==> config.mk <==
export PLATFORM = sky130hd
export DESIGN_NAME = id_ex_hazard_ctrl_flat
export DESIGN_NICKNAME = d
export VERILOG_FILES = /design/src/rtl/id_ex_hazard_ctrl_if.sv /design/src/rtl/id_ex_hazard_ctrl.sv /design/src/flat_wrapper.sv
export SDC_FILE = /design/constraint.sdc
export NUM_CORES = 1
export LEC_CHECK = 0
export CELL_PAD_IN_SITES_DETAIL_PLACEMENT = 1
export CELL_PAD_IN_SITES_GLOBAL_PLACEMENT = 1
export CORE_MARGIN = 2
export CORE_UTILIZATION = 33
export DETAILED_ROUTE_END_ITERATION = 10
export GPL_ROUTABILITY_DRIVEN = 0
export PLACE_DENSITY_LB_ADDON = 0.1
export SLEW_MARGIN = 20
export SYNTH_ARGS = -nofsm -noshare
export SYNTH_HDL_FRONTEND = slang
export SYNTH_SLANG_ARGS = --single-unit
==> constraint.sdc <==
create_clock -name clk -period 2.4 [get_ports clk]
set_input_delay 0.48 -clock clk [delete_from_list [all_inputs] [get_ports clk]]
set_output_delay 0.48 -clock clk [all_outputs]
set_load 0.05 [all_outputs]
==> src/rtl/id_ex_hazard_ctrl_if.sv <==
// Signal bundle between the ID/EX hazard controller and the pipeline.
// Inputs come from ID/EX fields and data memory; outputs steer the stage registers.
interface id_ex_hazard_ctrl_if #(
    parameter int CNT_W = 16
) ();
    logic [4:0]       id_rs;
    logic [4:0]       id_rt;
    logic             id_uses_rt;
    logic             ex_mem_read;
    logic [4:0]       ex_rt;
    logic             ex_branch_taken;
    logic             mem_busy;
    logic             clr_stats;
    logic             pc_stall;
    logic             if_id_stall;
    logic             if_id_flush;
    logic             id_ex_bubble;
    logic             id_ex_hold;
    logic             ex_mem_hold;
    logic [1:0]       ctrl_state;
    logic [CNT_W-1:0] stall_cycles;

    modport master (
        output id_rs, id_rt, id_uses_rt, ex_mem_read, ex_rt,
        output ex_branch_taken, mem_busy, clr_stats,
        input  pc_stall, if_id_stall, if_id_flush, id_ex_bubble,
        input  id_ex_hold, ex_mem_hold, ctrl_state, stall_cycles
    );

    modport slave (
        input  id_rs, id_rt, id_uses_rt, ex_mem_read, ex_rt,
        input  ex_branch_taken, mem_busy, clr_stats,
        output pc_stall, if_id_stall, if_id_flush, id_ex_bubble,
        output id_ex_hold, ex_mem_hold, ctrl_state, stall_cycles
    );
endinterface

==> src/rtl/id_ex_hazard_ctrl.sv <==
// ID/EX hazard and sequencing control: load-use bubbles, branch flush,
// memory-busy freeze and a saturating stall-cycle counter.
module id_ex_hazard_ctrl #(
    parameter int LOAD_STALL_CYCLES = 1,
    parameter int CNT_W             = 16
) (
    input logic               clk,
    input logic               rst_n,
    id_ex_hazard_ctrl_if.slave bus
);
    typedef enum logic [1:0] {
        S_RUN = 2'd0,
        S_LU  = 2'd1,
        S_FRZ = 2'd2
    } state_t;

    localparam logic [2:0] LU_INIT = 3'(LOAD_STALL_CYCLES - 1);

    state_t           r_state;
    state_t           r_ret;
    state_t           w_next;
    state_t           w_ret_next;
    state_t           w_eff;
    logic [2:0]       r_lu_cnt;
    logic [2:0]       w_lu_cnt_next;
    logic [CNT_W-1:0] r_stall_cycles;
    logic             w_lu_haz;
    logic             w_stall;
    logic             w_flush;
    logic             w_bubble;
    logic             w_hold;

    assign w_lu_haz = bus.ex_mem_read & (bus.ex_rt != 5'd0) &
                      ((bus.ex_rt == bus.id_rs) |
                       (bus.id_uses_rt & (bus.ex_rt == bus.id_rt)));

    // Leaving a freeze resumes exactly where the pipeline was held.
    assign w_eff = (r_state == S_FRZ) ? r_ret : r_state;

    always_ff @(posedge clk or negedge rst_n) begin
        if (!rst_n) begin
            r_state  <= S_RUN;
            r_ret    <= S_RUN;
            r_lu_cnt <= 3'd0;
        end else begin
            r_state  <= w_next;
            r_ret    <= w_ret_next;
            r_lu_cnt <= w_lu_cnt_next;
        end
    end

    always_comb begin
        w_next        = r_state;
        w_ret_next    = r_ret;
        w_lu_cnt_next = r_lu_cnt;
        if (bus.mem_busy) begin
            w_next = S_FRZ;
            if (r_state != S_FRZ)
                w_ret_next = r_state;
        end else if (bus.ex_branch_taken) begin
            w_next        = S_RUN;
            w_lu_cnt_next = 3'd0;
        end else if (w_eff == S_LU) begin
            w_lu_cnt_next = r_lu_cnt - 3'd1;
            w_next        = (r_lu_cnt == 3'd1) ? S_RUN : S_LU;
        end else if (w_lu_haz && (LOAD_STALL_CYCLES > 1)) begin
            w_next        = S_LU;
            w_lu_cnt_next = LU_INIT;
        end else begin
            w_next = S_RUN;
        end
    end

    always_comb begin
        w_stall  = 1'b0;
        w_flush  = 1'b0;
        w_bubble = 1'b0;
        w_hold   = 1'b0;
        if (bus.mem_busy) begin
            w_stall = 1'b1;
            w_hold  = 1'b1;
        end else if (bus.ex_branch_taken) begin
            w_flush  = 1'b1;
            w_bubble = 1'b1;
        end else if ((w_eff == S_LU) || w_lu_haz) begin
            w_stall  = 1'b1;
            w_bubble = 1'b1;
        end
    end

    always_ff @(posedge clk or negedge rst_n) begin
        if (!rst_n)
            r_stall_cycles <= '0;
        else if (bus.clr_stats)
            r_stall_cycles <= '0;
        else if (w_stall && (r_stall_cycles != '1))
            r_stall_cycles <= r_stall_cycles + CNT_W'(1);
    end

    // Reset must silence every control line even before the first edge.
    assign bus.pc_stall     = rst_n & w_stall;
    assign bus.if_id_stall  = rst_n & w_stall;
    assign bus.if_id_flush  = rst_n & w_flush;
    assign bus.id_ex_bubble = rst_n & w_bubble;
    assign bus.id_ex_hold   = rst_n & w_hold;
    assign bus.ex_mem_hold  = rst_n & w_hold;
    assign bus.ctrl_state   = r_state;
    assign bus.stall_cycles = r_stall_cycles;
endmodule
==> src/flat_wrapper.sv <==
// flat-port wrapper written by rule: the top's interface ports become plain ports
module id_ex_hazard_ctrl_flat 
#(
    parameter int LOAD_STALL_CYCLES = 1,
    parameter int CNT_W             = 16
)
  (clk, rst_n, bus_id_rs, bus_id_rt, bus_id_uses_rt, bus_ex_mem_read, bus_ex_rt, bus_ex_branch_taken, bus_mem_busy, bus_clr_stats, bus_pc_stall, bus_if_id_stall, bus_if_id_flush, bus_id_ex_bubble, bus_id_ex_hold, bus_ex_mem_hold, bus_ctrl_state, bus_stall_cycles);
  id_ex_hazard_ctrl_if #(.CNT_W(CNT_W)) bus_i ();
  input logic clk;
  input logic rst_n;
  input wire logic [$bits(bus_i.id_rs)-1:0] bus_id_rs;
  input wire logic [$bits(bus_i.id_rt)-1:0] bus_id_rt;
  input wire logic [$bits(bus_i.id_uses_rt)-1:0] bus_id_uses_rt;
  input wire logic [$bits(bus_i.ex_mem_read)-1:0] bus_ex_mem_read;
  input wire logic [$bits(bus_i.ex_rt)-1:0] bus_ex_rt;
  input wire logic [$bits(bus_i.ex_branch_taken)-1:0] bus_ex_branch_taken;
  input wire logic [$bits(bus_i.mem_busy)-1:0] bus_mem_busy;
  input wire logic [$bits(bus_i.clr_stats)-1:0] bus_clr_stats;
  output wire logic [$bits(bus_i.pc_stall)-1:0] bus_pc_stall;
  output wire logic [$bits(bus_i.if_id_stall)-1:0] bus_if_id_stall;
  output wire logic [$bits(bus_i.if_id_flush)-1:0] bus_if_id_flush;
  output wire logic [$bits(bus_i.id_ex_bubble)-1:0] bus_id_ex_bubble;
  output wire logic [$bits(bus_i.id_ex_hold)-1:0] bus_id_ex_hold;
  output wire logic [$bits(bus_i.ex_mem_hold)-1:0] bus_ex_mem_hold;
  output wire logic [$bits(bus_i.ctrl_state)-1:0] bus_ctrl_state;
  output wire logic [$bits(bus_i.stall_cycles)-1:0] bus_stall_cycles;
  assign bus_i.id_rs = bus_id_rs;
  assign bus_i.id_rt = bus_id_rt;
  assign bus_i.id_uses_rt = bus_id_uses_rt;
  assign bus_i.ex_mem_read = bus_ex_mem_read;
  assign bus_i.ex_rt = bus_ex_rt;
  assign bus_i.ex_branch_taken = bus_ex_branch_taken;
  assign bus_i.mem_busy = bus_mem_busy;
  assign bus_i.clr_stats = bus_clr_stats;
  assign bus_pc_stall = bus_i.pc_stall;
  assign bus_if_id_stall = bus_i.if_id_stall;
  assign bus_if_id_flush = bus_i.if_id_flush;
  assign bus_id_ex_bubble = bus_i.id_ex_bubble;
  assign bus_id_ex_hold = bus_i.id_ex_hold;
  assign bus_ex_mem_hold = bus_i.ex_mem_hold;
  assign bus_ctrl_state = bus_i.ctrl_state;
  assign bus_stall_cycles = bus_i.stall_cycles;
  id_ex_hazard_ctrl #(.LOAD_STALL_CYCLES(LOAD_STALL_CYCLES), .CNT_W(CNT_W)) u_core (.clk(clk), .rst_n(rst_n), .bus(bus_i));
endmodule
Yosys cells after proc, flatten, opt, wreduce, memory -nomap -nowiden
Index checks and enable logic that the tools add are counted.
{"block": "word_totals", "register_bits": 23, "inputBits": 22, "output_inout_bits": 24, "wordCells": 46}
{"block": "classes", "add_sub_neg": 2, "n_eq_ne": 7, "mux": 17, "n_bitwise": 9, "n_reduce_logical": 7}
{"cell": "$mux W16", "count": 2}
{"cell": "$add A16 B1 Y16 const B", "count": 1}
{"cell": "$ne A16 B16 Y1 const B", "count": 1}
{"cell": "$eq A5 B5 Y1", "count": 2}
{"cell": "$mux W1", "count": 9}
{"cell": "$mux W2", "count": 4}
{"cell": "$and A1 B1 Y1", "count": 7}
{"cell": "$mux W3", "count": 2}
{"cell": "$reduce_bool A5 Y1", "count": 1}
{"cell": "$reduce_and A2 Y1", "count": 2}
{"cell": "$reduce_bool A2 Y1", "count": 2}
{"cell": "$eq A3 B1 Y1 const B", "count": 1}
{"cell": "$sub A3 B1 Y3 const B", "count": 1}
{"cell": "$eq A2 B1 Y1 const B", "count": 1}
{"cell": "$eq A2 B2 Y1 const B", "count": 1}
{"cell": "$ne A2 B2 Y1 const B", "count": 1}
{"cell": "$logic_and A1 B1 Y1", "count": 1}
{"cell": "$logic_or A1 B1 Y1", "count": 1}
{"cell": "$not A1 Y1", "count": 1}
{"cell": "$or A1 B1 Y1", "count": 1}

Longest topological paths before layout
{"block": "depth", "ltp_word": 11, "ltp_mapped": 9, "mapped_depth_nobuf": 7}

Worst setup path after synthesis
No wires, ideal clock.
{"block": "synth_timing", "path_kind": "reg-to-output", "start": "reg u_core.r_state[0] (netlist: u_core.bus.ctrl_state[0])", "end": "out bus_pc_stall", "arrival_ns": 2.082, "t_required_ns": 1.920, "setup_slack_ns": -0.162, "path_stages_with_launch": 6, "path_buffers": 1, "path_cell_list": "dfrtp_1 mux2i_1 nor2_1 nor2_1 o21a_1 buf_4"}
{"block": "synth_between", "elab_chain_len": 8}
{"element": "start, declared", "line_no": "id_ex_hazard_ctrl.sv:19", "text": "state_t r_state;"}
{"element": "start signal, assigned", "line_no": "id_ex_hazard_ctrl.sv:46", "text": "r_state <= w_next;"}
{"element": "$eq A2 B2 Y1", "line_no": "id_ex_hazard_ctrl.sv:38", "text": "assign w_eff = (r_state == S_FRZ) ? r_ret : r_state;"}
{"element": "$mux W2 *", "line_no": "id_ex_hazard_ctrl.sv:38"}
{"element": "$eq A2 B1 Y1 *", "line_no": "id_ex_hazard_ctrl.sv:85", "text": "end else if ((w_eff == S_LU) || w_lu_haz) begin"}
{"element": "$logic_or A1 B1 Y1 *", "line_no": "id_ex_hazard_ctrl.sv:85"}
{"element": "$mux W1 *", "line_no": "id_ex_hazard_ctrl.sv:85"}
{"element": "$mux W1 *", "line_no": "id_ex_hazard_ctrl.sv:82", "text": "end else if (bus.ex_branch_taken) begin"}
{"element": "$mux W1 *", "line_no": "id_ex_hazard_ctrl.sv:79", "text": "if (bus.mem_busy) begin"}
{"element": "$and A1 B1 Y1 *"}
{"element": "end, declared", "line_no": "flat_wrapper.sv:19", "text": "output wire logic [$bits(bus_i.pc_stall)-1:0] bus_pc_stall;"}
Every way passes the cells marked *; elsewhere a longest branch is shown, timed or not.

Final worst setup path
{"block": "layout_timing", "start": "in bus_ex_rt[3]", "end": "out bus_pc_stall"}
{"block": "layout_between", "elab_chain_len": 9, "word_cells_on_any_way": 12, "classes_between": "eq/ne: 2; mux: 3; bitwise: 5; reduce/logical: 2"}
{"element": "start, declared", "line_no": "flat_wrapper.sv:15", "text": "input wire logic [$bits(bus_i.ex_rt)-1:0] bus_ex_rt;"}
{"element": "$eq A5 B5 Y1", "line_no": "id_ex_hazard_ctrl.sv:35", "text": "(bus.id_uses_rt & (bus.ex_rt == bus.id_rt)));"}
{"element": "$and A1 B1 Y1", "line_no": "id_ex_hazard_ctrl.sv:35"}
{"element": "$or A1 B1 Y1", "line_no": "id_ex_hazard_ctrl.sv:34", "text": "((bus.ex_rt == bus.id_rs) |"}
{"element": "$and A1 B1 Y1 *", "line_no": "id_ex_hazard_ctrl.sv:33", "text": "assign w_lu_haz = bus.ex_mem_read & (bus.ex_rt != 5'd0) &"}
{"element": "$logic_or A1 B1 Y1 *", "line_no": "id_ex_hazard_ctrl.sv:85"}
{"element": "$mux W1 *", "line_no": "id_ex_hazard_ctrl.sv:85"}
{"element": "$mux W1 *", "line_no": "id_ex_hazard_ctrl.sv:82"}
{"element": "$mux W1 *", "line_no": "id_ex_hazard_ctrl.sv:79"}
{"element": "$and A1 B1 Y1 *", "line_no": "id_ex_hazard_ctrl.sv:101", "text": "assign bus.pc_stall = rst_n & w_stall;"}
Marks and branches as above.

==> metrics <==
Die W 68.8 um; Vias 1432; cell leakage power 0.000937 uW; Synth Cell Area 1390 um^2; hold endpoint u_core.r_lu_cnt[2]; Final Cycle Share 97.4%; fin util 54.6%; CTS Sinks 23; final setup violation count 0; Row Count 23; xor/xnor cell area share of the yosys netlist 7.57%; Mapped Cells 159; io pins 46; compound-gate portion of the synthesized area 16.1%; FF-to-FF path depth 9; CTS buffer count 3; Via density 5.19; root buf cell clkbuf_8; commonest cells after routing, fill and taps aside 23 x clkdlybuf4s50_1, 23 x dfrtp_1, 22 x buf_4; All-Layer GR Usage 18.6%; placed cells 261; # H-tree levels 1; Worst-Margin Slew 0.497 ns; critical path launch point type input pin; RSZ-0062 raised after global routing true; Pwr Density 385 nW/um^2; Synth Area in Adders 2.71%; fin area 2200 um^2; status finished, final reports clean; final WL 4180 um; pin count of the biggest net entering global routing 18; proportion of synthesized area in mux cells 2.25%; largest area contributor in the netlist dfrtp_1; Initial Util 34.4%; main combinational cell family by area after synthesis simple AND/OR/NAND/NOR gates; crit-path max FO 3; DR WL/cell 15.1 um; Hold Path Stages 2; crit-path cells buf_8 -> or4_4 -> o21ai_4 -> nor2_2 -> nor2_1 -> nor2_1 -> o21a_2 -> buf_8; hold wc startpoint u_core.r_lu_cnt[2]; vias in the first global route 1468; final hold violations 0; Die ar. 4740 um^2; Antenna Nets Post-Route 0; Req. time, crit path 1.92 ns; Peak Freq 0.428 GHz; Power, Total 847 uW; Tightest Hold Check Type flip-flop to flip-flop; Worst R2R Setup Slack 0.16 ns; Slew Limit Fails 0; Clk Latency, worst-skew pair 0.27 ns; min Tclk post-route 2.34 ns; Area contributors post-synth dfrtp_1 41%, xor2_1 6.9%, a21oi_1 6.1%, o21ai_0 5.0%, nor2_1 4.3%; Mapped Nets 184; PortBufs 45; Placeable Area 4030 um^2; Clock Skew 0.00555 ns; drt drc 0; DP Wirelength 3090 um; fin cells 276; share of cells above drive strength 1 27.4%; Synth top area share 41.5%; GR Overflow Total 0; relative slew slack 66.7%; placed cell areas 1990 um^2; average size of a mapped cell 8.73 um^2; Peak supply drop 0.000202 V; ANT cells 0; Pre-antenna DRT Iters 4; post-layout net count 252; initial drt markers 56; Synth cell types 35; initial antenna violation count 0; die height 68.8 um; critical path's slowest cell or4_4; # hold bufs at CTS 0; Layout area overhead 58.6%; Max Cap Viol 0; #FFs+latches synth 23; Synth Area in Simple Gates 24.4%; CTS tree done; Crit Path Category input pin to output pin; post-synthesis sequential area ratio 41.5%; delay of the slowest critical-path stage 0.54 ns; first-pass GRT wire length 6630 um; yosys warns 0; clock-pin slew on the worst setup and hold paths 0.08 ns; Critical Path AT 1.86 ns; CP Capture Type output pin; R2R Path End u_core.bus.stall_cycles[5]; worst reg2reg startpoint u_core.bus.stall_cycles[12]; clk buf depth 2
-- how the worst max path moves through the flow --
stage / slack [ns] / end / start
floorplan: 0.02 / bus_pc_stall / bus_ex_rt[0]
global placement: -0.38 / u_core.bus.stall_cycles[13] / bus_ex_rt[3]
detailed placement: -0.47 / u_core.bus.stall_cycles[13] / bus_ex_rt[3]
CTS: 0.003 / bus_pc_stall / bus_id_rt[4]
global route: -0.02 / u_core.bus.stall_cycles[8] / bus_ex_rt[1]
finish: 0.06 / bus_pc_stall / bus_ex_rt[3]
-- cell families (layout without fill, tap and decap cells) --
kind of cell    Yosys count  count (layout)
xor+xnor                 12              12
buf+inv                  15              82
flops                    23              23
simple gates             63              63
fa+ha+maj                 3               3
mux                       3               3
compound gates           40              40
-- flip-flops by register name (all words and copies together), names as in the netlist --
name / count
u_core.r_lu_cnt: 3
u_core.r_ret: 2
u_core.bus.stall_cycles: 16
u_core.bus.ctrl_state: 2
-- per-layer routing --
metal / share of wire [%] / track usage (%) / wire, um / up-vias
met5: 0 / 0 / 0 / -
met1: 42 / 22.1 / 1770 / 698
met3: 3.2 / 2.76 / 132 / 4
met2: 54 / 34.9 / 2240 / 29
met4: 0.98 / 4.66 / 41 / 0
li1: - / - / - / 701
-- Yosys cell counts (all sizes together) --
master,instances
a21oi,17
a22o,1
a31oi,1
a32oi,1
and2,1
and3,3
buf,5
clkbuf,3
dfrtp,23
ha,3
inv,7
mux2,1
mux2i,2
nand2,8
nand2b,1
nand3,9
nand3b,1
nand4,2
nor2,17
nor2b,1
nor3,3
nor4,3
o21a,1
o21ai,15
o311a,1
o31ai,3
or3,9
or4,5
xnor2,1
xor2,11
-- timing repair --
item,in CTS,in global routing
setup buffers,6,5
setup endpoints to repair,18,15
resized for setup,39,28
pin swaps,18,17
-- critical path: cells and delay by family --
| family | cells | cell delay [ns] |
|---|---|---|
| and+or+nand+nor | 4 | 0.73 |
| AOI/OAI and AO/OA | 2 | 0.39 |
| buffers and inverters | 2 | 0.25 |
-- power by group --
part | internal [uW] | switching (uW)
clock | 116 | 132
sequential | 392 | 5.40
combinational | 94.0 | 108
-- final cells by class --
class / count / area [um^2]
flip-flops and latches: 23 / 576
well taps: 50 / 62.6
fillers: 468 / 1830
clock buffers: 3 / 41.3
repair buffers: 71 / 673
inverters: 7 / 26.3
multi-input cells: 121 / 817
clock inverters: 1 / 5.00
-- stage by stage --
step	hold WS [ns]	TNS (ns)	setup slack (ns)
2_1_floorplan	0.184	0	0.0196
3_3_place_gp	0.479	-5.80	-0.376
3_5_place_dp	0.509	-7.00	-0.473
4_1_cts	0.530	0	0.00296
5_1_grt	0.554	-0.0488	-0.0174
6_report	0.524	0	0.0618
(Power assumes the default switching activity.)
